### src/rtl/retire_trace_unit_if.sv
// Trace record drain port: one record per accepted handshake.
interface retire_trace_unit_if #(
  parameter int DATA_W = 16,
  parameter int REG_W  = 4
);
  logic              tr_valid;
  logic              tr_ready;
  logic [1:0]        tr_kind;
  logic [REG_W-1:0]  tr_tag;
  logic [DATA_W-1:0] tr_addr;
  logic [DATA_W-1:0] tr_data;

  modport master (output tr_valid, tr_kind, tr_tag, tr_addr, tr_data, input tr_ready);
  modport slave  (input tr_valid, tr_kind, tr_tag, tr_addr, tr_data, output tr_ready);
endinterface

### src/rtl/retire_trace_unit.sv
// Retirement monitor: taps WB/MEM/hlt, keeps saturating statistics and buffers
// per-cycle trace records in a FIFO, then sequences an orderly halt drain.
module retire_trace_unit #(
  parameter int DATA_W = 16,
  parameter int REG_W  = 4,
  parameter int CNT_W  = 32,
  parameter int DEPTH  = 8
) (
  input  logic                 clk,
  input  logic                 rst_n,
  input  logic                 en,
  input  logic                 wb_regwrite,
  input  logic [REG_W-1:0]     wb_reg,
  input  logic [DATA_W-1:0]    wb_data,
  input  logic                 mem_write,
  input  logic [DATA_W-1:0]    mem_addr,
  input  logic [DATA_W-1:0]    mem_wdata,
  input  logic                 hlt,
  retire_trace_unit_if.master  tr,
  output logic [CNT_W-1:0]     cycle_cnt,
  output logic [CNT_W-1:0]     inst_cnt,
  output logic [CNT_W-1:0]     drop_cnt,
  output logic                 done
);
  localparam int AW = $clog2(DEPTH);
  localparam logic [1:0] KIND_REG   = 2'b00;
  localparam logic [1:0] KIND_STORE = 2'b01;
  localparam logic [1:0] KIND_HALT  = 2'b10;

  typedef enum logic [1:0] {RUN, HALT_PEND, DRAIN, DONE} state_t;

  typedef struct packed {
    logic [1:0]        kind;
    logic [REG_W-1:0]  tag;
    logic [DATA_W-1:0] addr;
    logic [DATA_W-1:0] data;
  } rec_t;

  function automatic logic [CNT_W-1:0] satAdd(input logic [CNT_W-1:0] a, input logic [1:0] b);
    logic [CNT_W:0] s;
    s = {1'b0, a} + (CNT_W+1)'(b);
    return s[CNT_W] ? {CNT_W{1'b1}} : s[CNT_W-1:0];
  endfunction

  rec_t             fifoMem [DEPTH];
  logic [AW-1:0]    headPtr, tailPtr;
  logic [AW:0]      count;
  state_t           state, stateNext;
  logic [CNT_W-1:0] cycleCnt, instCnt, dropCnt, cycleNext;
  rec_t             pushRec [3];
  logic [1:0]       pushCnt, dropNum;
  logic [AW+1:0]    freeSlots, avail;
  logic             trValid, pop;
  rec_t             headRec;

  assign headRec   = fifoMem[headPtr];
  assign trValid   = (count != '0);
  assign pop       = trValid & tr.tr_ready;
  assign freeSlots = (AW+2)'(DEPTH) - (AW+2)'(count) + (AW+2)'(pop);
  assign cycleNext = satAdd(cycleCnt, 2'd1);

  // Empty FIFO forces the record fields to zero so stale storage never leaks out.
  assign tr.tr_valid = trValid;
  assign tr.tr_kind  = trValid ? headRec.kind : '0;
  assign tr.tr_tag   = trValid ? headRec.tag  : '0;
  assign tr.tr_addr  = trValid ? headRec.addr : '0;
  assign tr.tr_data  = trValid ? headRec.data : '0;

  assign cycle_cnt = cycleCnt;
  assign inst_cnt  = instCnt;
  assign drop_cnt  = dropCnt;
  assign done      = (state == DONE);

  always_comb begin
    stateNext = state;
    pushCnt   = '0;
    dropNum   = '0;
    avail     = freeSlots;
    for (int k = 0; k < 3; k++) pushRec[k] = '0;
    case (state)
      RUN: begin
        if (en) begin
          // Slots are granted in generation order, so STORE loses before REG.
          if (wb_regwrite) begin
            if (avail != '0) begin
              pushRec[pushCnt] = '{KIND_REG, wb_reg, {DATA_W{1'b0}}, wb_data};
              pushCnt = pushCnt + 2'd1;
              avail   = avail - (AW+2)'(1);
            end else begin
              dropNum = dropNum + 2'd1;
            end
          end
          if (mem_write) begin
            if (avail != '0) begin
              pushRec[pushCnt] = '{KIND_STORE, {REG_W{1'b0}}, mem_addr, mem_wdata};
              pushCnt = pushCnt + 2'd1;
              avail   = avail - (AW+2)'(1);
            end else begin
              dropNum = dropNum + 2'd1;
            end
          end
          if (hlt) begin
            if (avail != '0) begin
              pushRec[pushCnt] = '{KIND_HALT, {REG_W{1'b0}}, {DATA_W{1'b0}}, DATA_W'(cycleNext)};
              pushCnt   = pushCnt + 2'd1;
              stateNext = DRAIN;
            end else begin
              stateNext = HALT_PEND;
            end
          end
        end
      end
      HALT_PEND: begin
        if (avail != '0) begin
          pushRec[0] = '{KIND_HALT, {REG_W{1'b0}}, {DATA_W{1'b0}}, DATA_W'(cycleCnt)};
          pushCnt    = 2'd1;
          stateNext  = DRAIN;
        end
      end
      DRAIN: begin
        if (pop && headRec.kind == KIND_HALT) stateNext = DONE;
      end
      default: ;
    endcase
  end

  always_ff @(posedge clk or negedge rst_n) begin
    if (!rst_n) begin
      state    <= RUN;
      headPtr  <= '0;
      tailPtr  <= '0;
      count    <= '0;
      cycleCnt <= '0;
      instCnt  <= '0;
      dropCnt  <= '0;
    end else begin
      state   <= stateNext;
      headPtr <= headPtr + AW'(pop);
      tailPtr <= tailPtr + AW'(pushCnt);
      count   <= count + (AW+1)'(pushCnt) - (AW+1)'(pop);
      if (state == RUN && en) begin
        cycleCnt <= cycleNext;
        if (hlt || wb_regwrite || mem_write) instCnt <= satAdd(instCnt, 2'd1);
        dropCnt <= satAdd(dropCnt, dropNum);
      end
    end
  end

  // Record storage carries data only; validity is tracked by count.
  always_ff @(posedge clk) begin
    for (int k = 0; k < 3; k++) begin
      if (2'(k) < pushCnt) fifoMem[tailPtr + AW'(k)] <= pushRec[k];
    end
  end
endmodule

### src/flat_wrapper.sv
// flat-port wrapper written by rule: the top's interface ports become plain ports
module retire_trace_unit_flat 
#(
  parameter int DATA_W = 16,
  parameter int REG_W  = 4,
  parameter int CNT_W  = 32,
  parameter int DEPTH  = 8
)
  (clk, rst_n, en, wb_regwrite, wb_reg, wb_data, mem_write, mem_addr, mem_wdata, hlt, cycle_cnt, inst_cnt, drop_cnt, done, tr_tr_valid, tr_tr_kind, tr_tr_tag, tr_tr_addr, tr_tr_data, tr_tr_ready);
  retire_trace_unit_if #(.DATA_W(DATA_W), .REG_W(REG_W)) tr_i ();
  input  logic clk;
  input  logic rst_n;
  input  logic en;
  input  logic wb_regwrite;
  input  logic [REG_W-1:0] wb_reg;
  input  logic [DATA_W-1:0] wb_data;
  input  logic mem_write;
  input  logic [DATA_W-1:0] mem_addr;
  input  logic [DATA_W-1:0] mem_wdata;
  input  logic hlt;
  output logic [CNT_W-1:0] cycle_cnt;
  output logic [CNT_W-1:0] inst_cnt;
  output logic [CNT_W-1:0] drop_cnt;
  output logic done;
  output wire logic [$bits(tr_i.tr_valid)-1:0] tr_tr_valid;
  output wire logic [$bits(tr_i.tr_kind)-1:0] tr_tr_kind;
  output wire logic [$bits(tr_i.tr_tag)-1:0] tr_tr_tag;
  output wire logic [$bits(tr_i.tr_addr)-1:0] tr_tr_addr;
  output wire logic [$bits(tr_i.tr_data)-1:0] tr_tr_data;
  input wire logic [$bits(tr_i.tr_ready)-1:0] tr_tr_ready;
  assign tr_tr_valid = tr_i.tr_valid;
  assign tr_tr_kind = tr_i.tr_kind;
  assign tr_tr_tag = tr_i.tr_tag;
  assign tr_tr_addr = tr_i.tr_addr;
  assign tr_tr_data = tr_i.tr_data;
  assign tr_i.tr_ready = tr_tr_ready;
  retire_trace_unit #(.DATA_W(DATA_W), .REG_W(REG_W), .CNT_W(CNT_W), .DEPTH(DEPTH)) u_core (.clk(clk), .rst_n(rst_n), .en(en), .wb_regwrite(wb_regwrite), .wb_reg(wb_reg), .wb_data(wb_data), .mem_write(mem_write), .mem_addr(mem_addr), .mem_wdata(mem_wdata), .hlt(hlt), .tr(tr_i), .cycle_cnt(cycle_cnt), .inst_cnt(inst_cnt), .drop_cnt(drop_cnt), .done(done));
endmodule
### config.mk
export PLATFORM = sky130hd
export DESIGN_NAME = retire_trace_unit_flat
export DESIGN_NICKNAME = d
export VERILOG_FILES = /design/src/rtl/retire_trace_unit_if.sv /design/src/rtl/retire_trace_unit.sv /design/src/flat_wrapper.sv
export SDC_FILE = /design/constraint.sdc
export NUM_CORES = 1
export LEC_CHECK = 0
export CAP_MARGIN = 25
export CORE_MARGIN = 3
export CORE_UTILIZATION = 40
export DETAILED_ROUTE_END_ITERATION = 6
export PLACE_DENSITY = 0.66
export SKIP_CTS_REPAIR_TIMING = 1
export SLEW_MARGIN = 20
export SYNTH_ARGS = -nofsm -noshare
export SYNTH_HDL_FRONTEND = slang
export SYNTH_SLANG_ARGS = --single-unit
### constraint.sdc
create_clock -name clk -period 9.48 [get_ports clk]
set_input_delay 1.896 -clock clk [delete_from_list [all_inputs] [get_ports clk]]
set_output_delay 1.896 -clock clk [all_outputs]
set_load 0.01 [all_outputs]
==> flow_summary.json <==
{
  "synthTopCellsByCount": "353 x nand2_1, 304 x edfxtp_1, 283 x nor2_1",
  "yosysTopAreaCell": "edfxtp_1",
  "postRouteAntennaNets": 0,
  "drive_gt1_share_pct": 11.85,
  "area_growth_pct": 18.86,
  "hpwlAfterDp_um": 48590,
  "crit_start": "tr_tr_ready",
  "grt_max_degree": 70,
  "worstMarginPinSlew_ps": 1213,
  "power.leakage_nw": 9.756,
  "critPathCaptureType": "flop",
  "hold_viol_final": 0,
  "cp-start-kind": "input pin",
  "syn_inst": 2089,
  "cts_root_buffer": "clkbuf_16",
  "powerDensity_nw_per_um2": 174.5,
  "cts_buffers": 45,
  "multiInputGateArea_um2": 10370,
  "synth-seq-cells": 412,
  "path_class": "input pin to flop",
  "syn-num-nets": 2179,
  "die_x_um": 244.6,
  "synth_cell_types": 80,
  "cts_tree": "yes",
  "clk_path_buf_depth": 3,
  "design.core.area_um2": 55740,
  "path_clk_slew_ps": 60,
  "vias": 17867,
  "fin_crit_ps": 7744,
  "synthTopCellsByArea": "edfxtp_1 40%, dfrtp_1 12%, mux4_2 7.5%",
  "holdWs_ps": 520.6,
  "fmax_mhz": 129.1,
  "ios": 195,
  "whs_path_depth": 1,
  "crit_path_end": "u_core.fifoMem[3][9]",
  "hold_class": "flop to flop",
  "setup_viol": 0,
  "nFillCells": 5049,
  "syn_avg_cell_area_um2": 10.90,
  "grt_use_total_pct": 23.65,
  "cp_max_fo": 20,
  "grt_pass1_wl_um": 109400,
  "die_h_um": 244.6,
  "grt_overflow": 0,
  "rows": 86,
  "avgViaCountPerCell": 5.903,
  "drt_iter0_markers": 1892,
  "r2r_end": "u_core.fifoMem[3][9]",
  "crit_arrival_ps": 8000,
  "place.gp.congestion": 0.9203,
  "fin_skew_ps": 18.95,
  "critPathRequiredTime_ps": 9740,
  "reg2reg_depth": 24,
  "r2r-start": "u_core.count[2]",
  "grt_pass1_vias": 17818,
  "slew_viol_final": 0,
  "fin_crit_sh_pct": 81.69,
  "status": "completed",
  "nNetsFinal": 2331,
  "synth_edf_count": 304,
  "cp_common_cell": "ha_1",
  "h-tree-depth": 2,
  "final.setup.tns_ps": 0,
  "path_cells": "clkdlybuf4s50_1 -> nand2_1 -> ha_1 -> inv_1 -> ha_1 -> inv_1 -> ha_1 -> a21boi_1 -> nand4_1 -> a32oi_1 -> buf_4 -> inv_1 -> ha_1 -> mux2i_1 -> ha_1 -> nor3_1 -> nand4_1 -> and2_1 -> nand2_1 -> o21bai_4 -> buf_4",
  "synth_most_common_cell": "nand2_1",
  "synth_top_area_share_pct": 40.09,
  "cpPeakStageDelay_ps": 570,
  "rsz0062_at_grt": "false",
  "synth_ff_type": "edfxtp_1",
  "seqCellArea_um2": 11840,
  "slew_headroom_pct": 18.66,
  "initial_utilization_pct": 40.85,
  "clock_latency_ps": 590,
  "reg2reg_setup_slack_ps": 2340,
  "dr.pass1.iters": 6,
  "yosysSeqAreaShare_pct": 51.96,
  "synthArstFlopShare_pct": 26.21,
  "dieArea_um2": 59830,
  "grt_antenna_before_repair": 5,
  "syn-cell-area_um2": 22770,
  "synth_warnings": 0,
  "max-vdd-ir-drop_v": 0.0001232,
  "cap_violations": 0,
  "slowest_stage": "and2_1",
  "drc_errors": 0,
  "clkSinkCount": 412,
  "finalWirelength_um": 71020,
  "portBuffers": 194,
  "wl_per_cell_um": 23.46
}
==> worst min path at each step <==
stage / startpoint / slack, ps / to
after floorplan: u_core.headPtr[0] / 460 / u_core.headPtr[0]
after global placement: u_core.drop_cnt[26] / 500 / u_core.drop_cnt[26]
after detailed placement: u_core.drop_cnt[26] / 520 / u_core.drop_cnt[26]
after CTS: u_core.drop_cnt[26] / 530 / u_core.drop_cnt[26]
after global routing: u_core.drop_cnt[26] / 540 / u_core.drop_cnt[26]
final: u_core.drop_cnt[26] / 520 / u_core.drop_cnt[26]
==> metal layers <==
layer	global-route usage (%)	share of wire [%]	vias to the layer above
met5	0	0.077	-
met4	5.992	2.0	8
met3	5.811	9.4	135
met2	37.31	46	895
met1	32.91	42	8826
li1	-	-	8003
==> registers in the layout, summed over array words and instances, names as in the netlist <==
name,count
u_core.count,4
u_core.fifoMem,304
u_core.inst_cnt,32
u_core.headPtr,3
u_core.drop_cnt,32
u_core.tailPtr,3
u_core.state,2
u_core.cycle_cnt,32
==> area by class of cell <==
cell class | count | area share (%)
well taps | 748 | 3.458
multi-input cells | 1514 | 38.30
clock inverters | 31 | 1.188
clock buffers | 53 | 4.387
diodes | 1 | 0.009245
inverters | 35 | 0.4854
flip-flops and latches | 412 | 43.73
repair buffers | 233 | 8.436
==> power breakdown <==
part | total, mW | internal, mW | leakage, nW | switching (mW)
sequential | 1.98 | 1.94 | 3.69 | 0.0468
clock | 1.80 | 1.04 | 0.740 | 0.759
combinational | 0.939 | 0.395 | 5.33 | 0.544
==> worst max-delay path, delay by kind of cell <==
kind / cells / cell delay, ps
AND/OR/NAND/NOR: 6 / 1840
adder cells (fa/ha/maj): 5 / 1590
buffers and inverters: 6 / 1330
AO/OA/AOI/OAI: 3 / 850
multiplexers: 1 / 470
==> stage by stage <==
stage	setup slack, ps	total power [mW]	cells	instance area (µm²)	utilization, %
3_5_place_dp	1231	2.944	2938	25470	45.69
6_report	1736	4.723	3027	27070	48.56
4_1_cts	1826	4.748	3022	26980	48.40
5_1_grt	1324	4.914	3027	27070	48.56
2_1_floorplan	1660	2.647	2089	22770	-
3_3_place_gp	1349	2.929	2938	25470	45.69
==> cell families after synthesis <==
family	synth area share (%)
AO/OA/AOI/OAI	13.08
XOR/XNOR	3.038
adder cells (fa/ha/maj)	1.802
buffers and inverters	3.033
flip-flops	51.96
multiplexers	11.36
AND/OR/NAND/NOR	15.74
==> cell usage in the layout, fill, tap and decap left out, drive strengths merged, types with 21 or more instances in the layout <==
cell type / n
mux2i: 66
inv: 38
nand2: 354
nor3: 26
and2: 21
nand3: 51
clkinv: 21
xor2: 48
mux4: 76
nor2: 283
o21ai: 53
xnor2: 31
clkbuf: 53
buf: 40
nand4: 28
o2bb2ai: 96
ha: 28
clkdlybuf4s50: 193
a21oi: 151
dfrtp: 108
edfxtp: 304
No activity file was read; power rests on OpenSTA's default activity.
